===== src/rtl/imem_responder.sv =====
// Instruction memory responder: preloadable word store answering fetch requests in order.
// Latency: response valid exactly LATENCY cycles after acceptance when rsp_ready is held high.
// Backpressure: req_ready drops once LATENCY+1 requests are outstanding; an output FIFO holds completed reads.
module imem_responder #(
  parameter int ADDRESS_WIDTH = 5,
  parameter int DATA_WIDTH    = 32,
  parameter int LATENCY       = 2
) (
  input  logic                     clk,
  input  logic                     rst,
  input  logic                     req_valid,
  output logic                     req_ready,
  input  logic [ADDRESS_WIDTH-1:0] req_addr,
  output logic                     rsp_valid,
  input  logic                     rsp_ready,
  output logic [DATA_WIDTH-1:0]    rsp_data,
  output logic                     rsp_err,
  input  logic                     load_en,
  input  logic [ADDRESS_WIDTH-1:0] load_addr,
  input  logic [DATA_WIDTH-1:0]    load_data
);

  localparam int WORDS = 1 << (ADDRESS_WIDTH - 2);
  localparam int DEPTH = LATENCY + 1;
  localparam int CW    = $clog2(LATENCY + 2);
  localparam int PW    = $clog2(DEPTH);
  localparam int FW    = $clog2(DEPTH + 1);
  localparam int EW    = DATA_WIDTH + 1;  // {err, data}

  logic [DATA_WIDTH-1:0] mem_q [WORDS];

  logic [CW-1:0] out_cnt_q, out_cnt_d;
  logic          acc, dlv, misaligned;
  logic [EW-1:0] acc_ent;

  logic          wr_vld;
  logic [EW-1:0] wr_ent;

  logic [EW-1:0] fifo_q [DEPTH];
  logic [PW-1:0] wr_ptr_q, wr_ptr_d, rd_ptr_q, rd_ptr_d;
  logic [FW-1:0] fifo_cnt_q, fifo_cnt_d;

  // Low byte-offset bits of the preload address carry no information for word storage.
  logic load_lo_unused;
  assign load_lo_unused = ^load_addr[1:0];

  // Flow control is based only on the registered outstanding count.
  assign req_ready  = out_cnt_q < CW'(LATENCY + 1);
  assign acc        = req_valid & req_ready;
  assign dlv        = rsp_valid & rsp_ready;
  assign misaligned = req_addr[1:0] != 2'b00;
  // Memory is read at the acceptance edge, so a same-edge load is not yet visible (old value returned).
  assign acc_ent    = misaligned ? {1'b1, {DATA_WIDTH{1'b0}}}
                                 : {1'b0, mem_q[req_addr[ADDRESS_WIDTH-1:2]]};

  // Preload writes; contents deliberately survive reset.
  always_ff @(posedge clk) begin
    if (load_en) mem_q[load_addr[ADDRESS_WIDTH-1:2]] <= load_data;
  end

  // Next outstanding count: +1 on accept, -1 on deliver, unchanged when both.
  always_comb begin
    out_cnt_d = out_cnt_q;
    case ({acc, dlv})
      2'b10:   out_cnt_d = out_cnt_q + CW'(1);
      2'b01:   out_cnt_d = out_cnt_q - CW'(1);
      default: out_cnt_d = out_cnt_q;
    endcase
  end

  // Outstanding counter register.
  always_ff @(posedge clk or negedge rst) begin
    if (!rst) out_cnt_q <= '0;
    else      out_cnt_q <= out_cnt_d;
  end

  // Fixed-delay read pipeline: the acceptance edge is the first stage, the FIFO write the last.
  if (LATENCY == 1) begin : g_direct
    assign wr_vld = acc;
    assign wr_ent = acc_ent;
  end else begin : g_pipe
    logic [LATENCY-2:0] vld_q;
    logic [EW-1:0]      ent_q [LATENCY-1];

    // Shift one stage per cycle without stalling; the output FIFO absorbs backpressure.
    always_ff @(posedge clk or negedge rst) begin
      if (!rst) begin
        vld_q <= '0;
        for (int i = 0; i < LATENCY - 1; i++) ent_q[i] <= '0;
      end else begin
        vld_q[0] <= acc;
        ent_q[0] <= acc_ent;
        for (int i = 1; i < LATENCY - 1; i++) begin
          vld_q[i] <= vld_q[i-1];
          ent_q[i] <= ent_q[i-1];
        end
      end
    end

    assign wr_vld = vld_q[LATENCY-2];
    assign wr_ent = ent_q[LATENCY-2];
  end

  // FIFO pointer and occupancy next-state; depth LATENCY+1 equals the outstanding cap, so no overflow.
  always_comb begin
    wr_ptr_d   = wr_ptr_q;
    rd_ptr_d   = rd_ptr_q;
    fifo_cnt_d = fifo_cnt_q;
    if (wr_vld) wr_ptr_d = (wr_ptr_q == PW'(DEPTH - 1)) ? '0 : wr_ptr_q + PW'(1);
    if (dlv)    rd_ptr_d = (rd_ptr_q == PW'(DEPTH - 1)) ? '0 : rd_ptr_q + PW'(1);
    case ({wr_vld, dlv})
      2'b10:   fifo_cnt_d = fifo_cnt_q + FW'(1);
      2'b01:   fifo_cnt_d = fifo_cnt_q - FW'(1);
      default: fifo_cnt_d = fifo_cnt_q;
    endcase
  end

  // FIFO control registers; clearing them discards every in-flight response.
  always_ff @(posedge clk or negedge rst) begin
    if (!rst) begin
      wr_ptr_q   <= '0;
      rd_ptr_q   <= '0;
      fifo_cnt_q <= '0;
    end else begin
      wr_ptr_q   <= wr_ptr_d;
      rd_ptr_q   <= rd_ptr_d;
      fifo_cnt_q <= fifo_cnt_d;
    end
  end

  // FIFO storage; entries are only observed through a valid read pointer.
  always_ff @(posedge clk) begin
    if (wr_vld) fifo_q[wr_ptr_q] <= wr_ent;
  end

  // Outputs are forced to zero whenever no response is presented.
  assign rsp_valid = fifo_cnt_q != '0;
  assign rsp_data  = rsp_valid ? fifo_q[rd_ptr_q][DATA_WIDTH-1:0] : '0;
  assign rsp_err   = rsp_valid & fifo_q[rd_ptr_q][DATA_WIDTH];

endmodule


===== config.mk =====
export PLATFORM = sky130hd
export DESIGN_NAME = imem_responder
export DESIGN_NICKNAME = d
export VERILOG_FILES = /design/src/rtl/imem_responder.sv
export SDC_FILE = /design/constraint.sdc
export NUM_CORES = 1
export LEC_CHECK = 0
export BUFFER_PORTS_ARGS = -buffer_cell sky130_fd_sc_hd__buf_2
export CORE_MARGIN = 3
export CORE_UTILIZATION = 55
export DETAILED_ROUTE_END_ITERATION = 12
export GPL_ROUTABILITY_DRIVEN = 0
export PLACE_DENSITY = 0.77
export SYNTH_ARGS = -nofsm -noshare
export SYNTH_HDL_FRONTEND = slang
export SYNTH_SLANG_ARGS = --single-unit
export TNS_END_PERCENT = 10

===== constraint.sdc =====
create_clock -name clk -period 4.44 [get_ports clk]
set_input_delay 0.666 -clock clk [delete_from_list [all_inputs] [get_ports clk]]
set_output_delay 0.666 -clock clk [all_outputs]
set_load 0.02 [all_outputs]

Yosys cells after proc, flatten, opt, wreduce, memory -nomap -nowiden
Memory sizes are Yosys's and may differ from the RTL's.
Index checks and enable logic that the tools add are counted.
Widths: inputs -> output; s select.
{"block": "op_classes", "n_addsub": 6, "n_mul": 0, "div_mod_pow": 0, "order_cmp": 1, "eq_ne": 6, "shifts": 0, "muxes": 10, "bitwise_logic": 3, "n_reduce_logical": 4}
{"cell": "$mux 33", "count": 1}
{"cell": "$mux 32", "count": 1}
{"cell": "$add 2x1->2 const B", "count": 4}
{"cell": "$eq 2x2->1 const B", "count": 4}
{"cell": "$pmux 2 s2", "count": 2}
{"cell": "$reduce_bool 2->1", "count": 4}
{"cell": "$eq 2x1->1 const B", "count": 2}
{"cell": "$mux 1", "count": 4}
{"cell": "$mux 2", "count": 2}
{"cell": "$sub 2x1->2 const B", "count": 2}
{"cell": "$and 1x1->1", "count": 3}
{"cell": "$lt 2x2->1 const B", "count": 1}
{"block": "word_totals", "reg_bits": 42, "latch_bits": 0, "ram_bits": 355, "rom_bits": 0, "in_bits": 47, "out_inout_bits": 35, "word_cells": 38, "mem_count": 2}
{"memory": "mem_q", "words": 8, "word_bits": 32, "rd": 1, "rd_ports_with_merged_regs": 0, "write_ports": 1, "line_no": "30", "rtl": "logic [DATA_WIDTH-1:0] mem_q [WORDS];"}
{"memory": "fifo_q", "words": 3, "word_bits": 33, "rd": 1, "rd_ports_with_merged_regs": 0, "write_ports": 1, "line_no": "39", "rtl": "logic [EW-1:0] fifo_q [DEPTH];"}

Longest topological paths before layout
{"block": "depth", "ltp_word": 4, "mapped_depth": 6, "mapped_depth_nobuf": 6}

Least setup slack after synthesis
No wires, ideal clock.
{"block": "synth_timing", "path_type": "input port to flip-flop", "start": "in load_addr[3]", "end": "mem mem_q[0][0] (enable)", "setup_time_ns": 0.461, "arrival_time_ns": 3.052, "required_ns": 3.979, "setup_slack_ns": 0.927, "cell_stages": 2, "n_path_buf": 0, "path_cell_list": "nand2b_1 nor3_1"}
{"element": "from (decl)", "line_no": "19", "rtl": "input logic [ADDRESS_WIDTH-1:0] load_addr,"}
{"element": "to (decl)", "line_no": "30"}
Straight into the memory's write port.

Worst setup path after layout
{"block": "layout_timing", "start": "reg rd_ptr_q[1]", "end": "out rsp_data[13]"}
{"block": "layout_between", "elab_chain_len": 2}
{"element": "from (decl)", "line_no": "40", "rtl": "logic [PW-1:0] wr_ptr_q, wr_ptr_d, rd_ptr_q, rd_ptr_d;"}
{"element": "from (signal assigned)", "line_no": "126", "rtl": "rd_ptr_q <= rd_ptr_d;"}
{"element": "$mem_v2 3x33"}
{"element": "$mux 32", "line_no": "138", "rtl": "assign rsp_data = rsp_valid ? fifo_q[rd_ptr_q][DATA_WIDTH-1:0] : '0;"}
{"element": "to (decl)", "line_no": "16", "rtl": "output logic [DATA_WIDTH-1:0] rsp_data,"}
Every way passes these cells.

==> reports/metrics.cfg <==
[outcome]
status = completed

[floorplan]
die_x_um = 171
design.die.area_um2 = 29200
row_count = 59
ioPinCount = 82
die_height_um = 171
start_util_pct = 56.6
core_area_um2 = 26400

[sta]
relSlewSlack_pct = 29.5
max_freq_mhz = 352
final_hold_viol_count = 0
fin_setup_tns_ns = 0
fin_ws_ns = 1.60
setup_viol_count_final = 0
fin_crit_sh_pct = 64.0
rsz0062_at_grt = no
skew_ns = 0.0140
period_needed_ns = 2.84
worst_pin_slew_ns = 1.06
finalMaxSlewViolations = 0

[logic_synthesis]
ys_types = 26
syn-num-nets = 857
synthTopCellsByArea = edfxtp_1, mux2i_1, dfrtp_1
syn_area_per_cell_um2 = 18.5
synth_ff_type = edfxtp_1
ys_warn_count = 0
synthArstFlopShare_pct = 10.6
synth_top_area_share_pct = 71.3
synth-seq-cells = 397
post-synth-top-area-cell = edfxtp_1
synthTopCellsByCount = edfxtp_1, mux2i_1, o22ai_1
syn_area_um2 = 15000
yosysMostFrequentCell = edfxtp_1
syn-instance-count = 808
synth-edff-count = 355
yosysSeqAreaShare_pct = 78.3

[clock_network]
insertion_delay_ns = 0.52
tritoncts = done
cts_sinks = 397
root_buffer = clkbuf_16
clkSlewWorstSetupHoldPaths_ns = 0.06
cts_buffer_depth = 3
post_cts_resized = 0
postCtsSetupBuffers = 0
ctsHoldBuffers = 0
htree_levels = 2
cts_buffers = 38

[placement]
placedCellCount = 1198
hpwl_um = 14500
port_buffers = 79
dp_slack_ns = 1.80
placed_cell_area_um2 = 15700

[finish]
drive_gt1_share_pct = 19.0
fin_cells = 1266
design_area_um2 = 17000
nNetsFinal = 952
area_growth_pct = 13.4

[global_routing]
grt_pass1_wl_um = 39900
grt_use_total_pct = 17.8
grt_max_degree = 72
grt_overflow_total = 0
grt_pass1_vias = 7167
antenna_found_initial = 3

[setup_path]
slowest_stage = dfrtp_2
crit_chain = mux2i_1 -> nor2_1 -> buf_2
worstPathRequired_ns = 3.77
cp-end-kind = output port
crit_arrival_ns = 2.18
path_max_fanout = 36
slowest_delay_ns = 1.06
startpoint_type = register
worstSetupPathType = reg2out

[worst_hold_path]
hold_class = in2async

[drt]
via_per_inst = 5.58
vias = 7062
drt_wl_total_um = 26000
final_antenna_net_count = 0
wl_per_cell_um = 20.5
drcViolationCount = 0
drt-initial-drc-count = 497
drtPass1Iterations = 5

[power_and_ir_drop]
power_per_cell_area_nw_per_um2 = 540
total_power_uw = 9150
peakVddDrop_v = 0.000277
p_sw_uw = 2330
switching_share_pct = 25.5
power.sequential.fraction_pct = 50.0
combPwrFrac_pct = 15.8
clkPwrFrac_pct = 34.2
p_leak_uw = 0.00631
p_int_uw = 6820

[job]
maxCapViolations = 0

-- cells in the final DEF (no fill, tap or decap), types with 2 or more instances in the layout --
cell type / count
o21ai_0: 2
bufinv_16: 2
inv_1: 4
nor2_1: 35
mux2_1: 27
or4b_2: 2
nand2_1: 6
buf_2: 78
clkinv_1: 6
edfxtp_1: 355
o22ai_1: 64
mux2i_1: 161
nor3_2: 3
a21o_1: 3
nor2_2: 2
nand2b_1: 4
dfrtp_1: 41
clkbuf_8: 4
nor2_4: 6
or2_1: 32
ha_1: 2
mux2_2: 6
xor2_1: 2
clkbuf_1: 3
xnor2_1: 4
clkbuf_16: 41
clkinv_2: 8
buf_4: 17
-- routing by layer --
layer | part of all wire (%) | global-route usage, % | wire length (um) | vias up
met4 | 1.5 | 4.79 | 392 | 6
met5 | 0.13 | 0 | 35 | -
li1 | - | - | - | 3325
met2 | 50 | 29.4 | 12900 | 181
met3 | 5.7 | 3.67 | 1480 | 42
met1 | 43 | 24.7 | 11100 | 3508
-- critical path, delay by kind of cell, from the launching register on --
| family | cells | cell delay (ns) |
|---|---|---|
| buffers and inverters | 1 | 0.17 |
| flip-flops | 1 | 1.06 |
| multiplexers | 1 | 0.35 |
| AND/OR/NAND/NOR | 1 | 0.06 |
-- cells by family (layout without fill, tap and decap cells) --
logic type | count (synthesis) | after routing | share of synthesized area, %
adder cells (fa/ha/maj) | 2 | 2 | 0.167
multiplexers | 194 | 194 | 13.3
other | 0 | 1 | 0
AND/OR/NAND/NOR | 95 | 95 | 3.25
flip-flops | 397 | 397 | 78.3
XOR/XNOR | 6 | 6 | 0.351
AO/OA/AOI/OAI | 69 | 69 | 2.89
buffers and inverters | 45 | 167 | 1.80
-- power by group through the flow --
| stage | sequential [uW] | clock [uW] | combinational (uW) |
|---|---|---|---|
| global route | 4610 | 3340 | 1590 |
| finish | 4580 | 3130 | 1450 |
| detailed placement | 4660 | 0 | 1480 |
| global placement | 4640 | 0 | 1460 |
| CTS | 4590 | 3170 | 1490 |
| floorplan | 4580 | 0 | 1060 |
-- per-stage QoR --
| stage | hold WS, ns | utilization (%) |
|---|---|---|
| finish | 0.288 | 64.2 |
| global placement | 0.440 | 59.5 |
| CTS | 0.323 | 64.2 |
| global route | 0.361 | 64.2 |
| detailed placement | 0.454 | 59.5 |
| floorplan | 0.370 | - |
-- flip-flops by register name, indices dropped and copies added, names as in the netlist --
signal	count
wr_ptr_q	2
mem_q	256
g_pipe.ent_q	33
fifo_cnt_q	2
out_cnt_q	2
g_pipe.vld_q	1
rd_ptr_q	2
fifo_q	99
-- path summary, 6_finish.rpt --
kind / end / from / slack [ns] / cells past startpoint
min: out_cnt_q[1]$_DFFE_PN0P_ / rst / 0.29 / 1
min reg2reg: fifo_q[1][5]$_DFFE_PP_ / g_pipe.ent_q[5]$_DFF_PN0_ / 0.47 / 0
max: rsp_data[13] / rd_ptr_q[1]$_DFFE_PN0P_ / 1.60 / 3
max reg2reg: fifo_cnt_q[1]$_DFFE_PN0P_ / fifo_cnt_q[0]$_DFFE_PN0P_ / 2.73 / 5
max in group asynchronous: rd_ptr_q[1]$_DFFE_PN0P_ / rst / 3.51 / 1
min in group clk: g_pipe.vld_q$_DFF_PN0_ / req_valid / 0.38 / 3
-- cell type report --
| cell class | count | area [um2] |
|---|---|---|
| diodes | 1 | 2.50 |
| inverters | 4 | 15.0 |
| multi-input cells | 366 | 3050 |
| fillers | 1778 | 9460 |
| clock buffers | 48 | 1090 |
| repair buffers | 96 | 529 |
| well taps | 335 | 419 |
| flip-flops and latches | 397 | 11700 |
| clock inverters | 19 | 148 |
No activity file was read; power rests on OpenSTA's default activity.
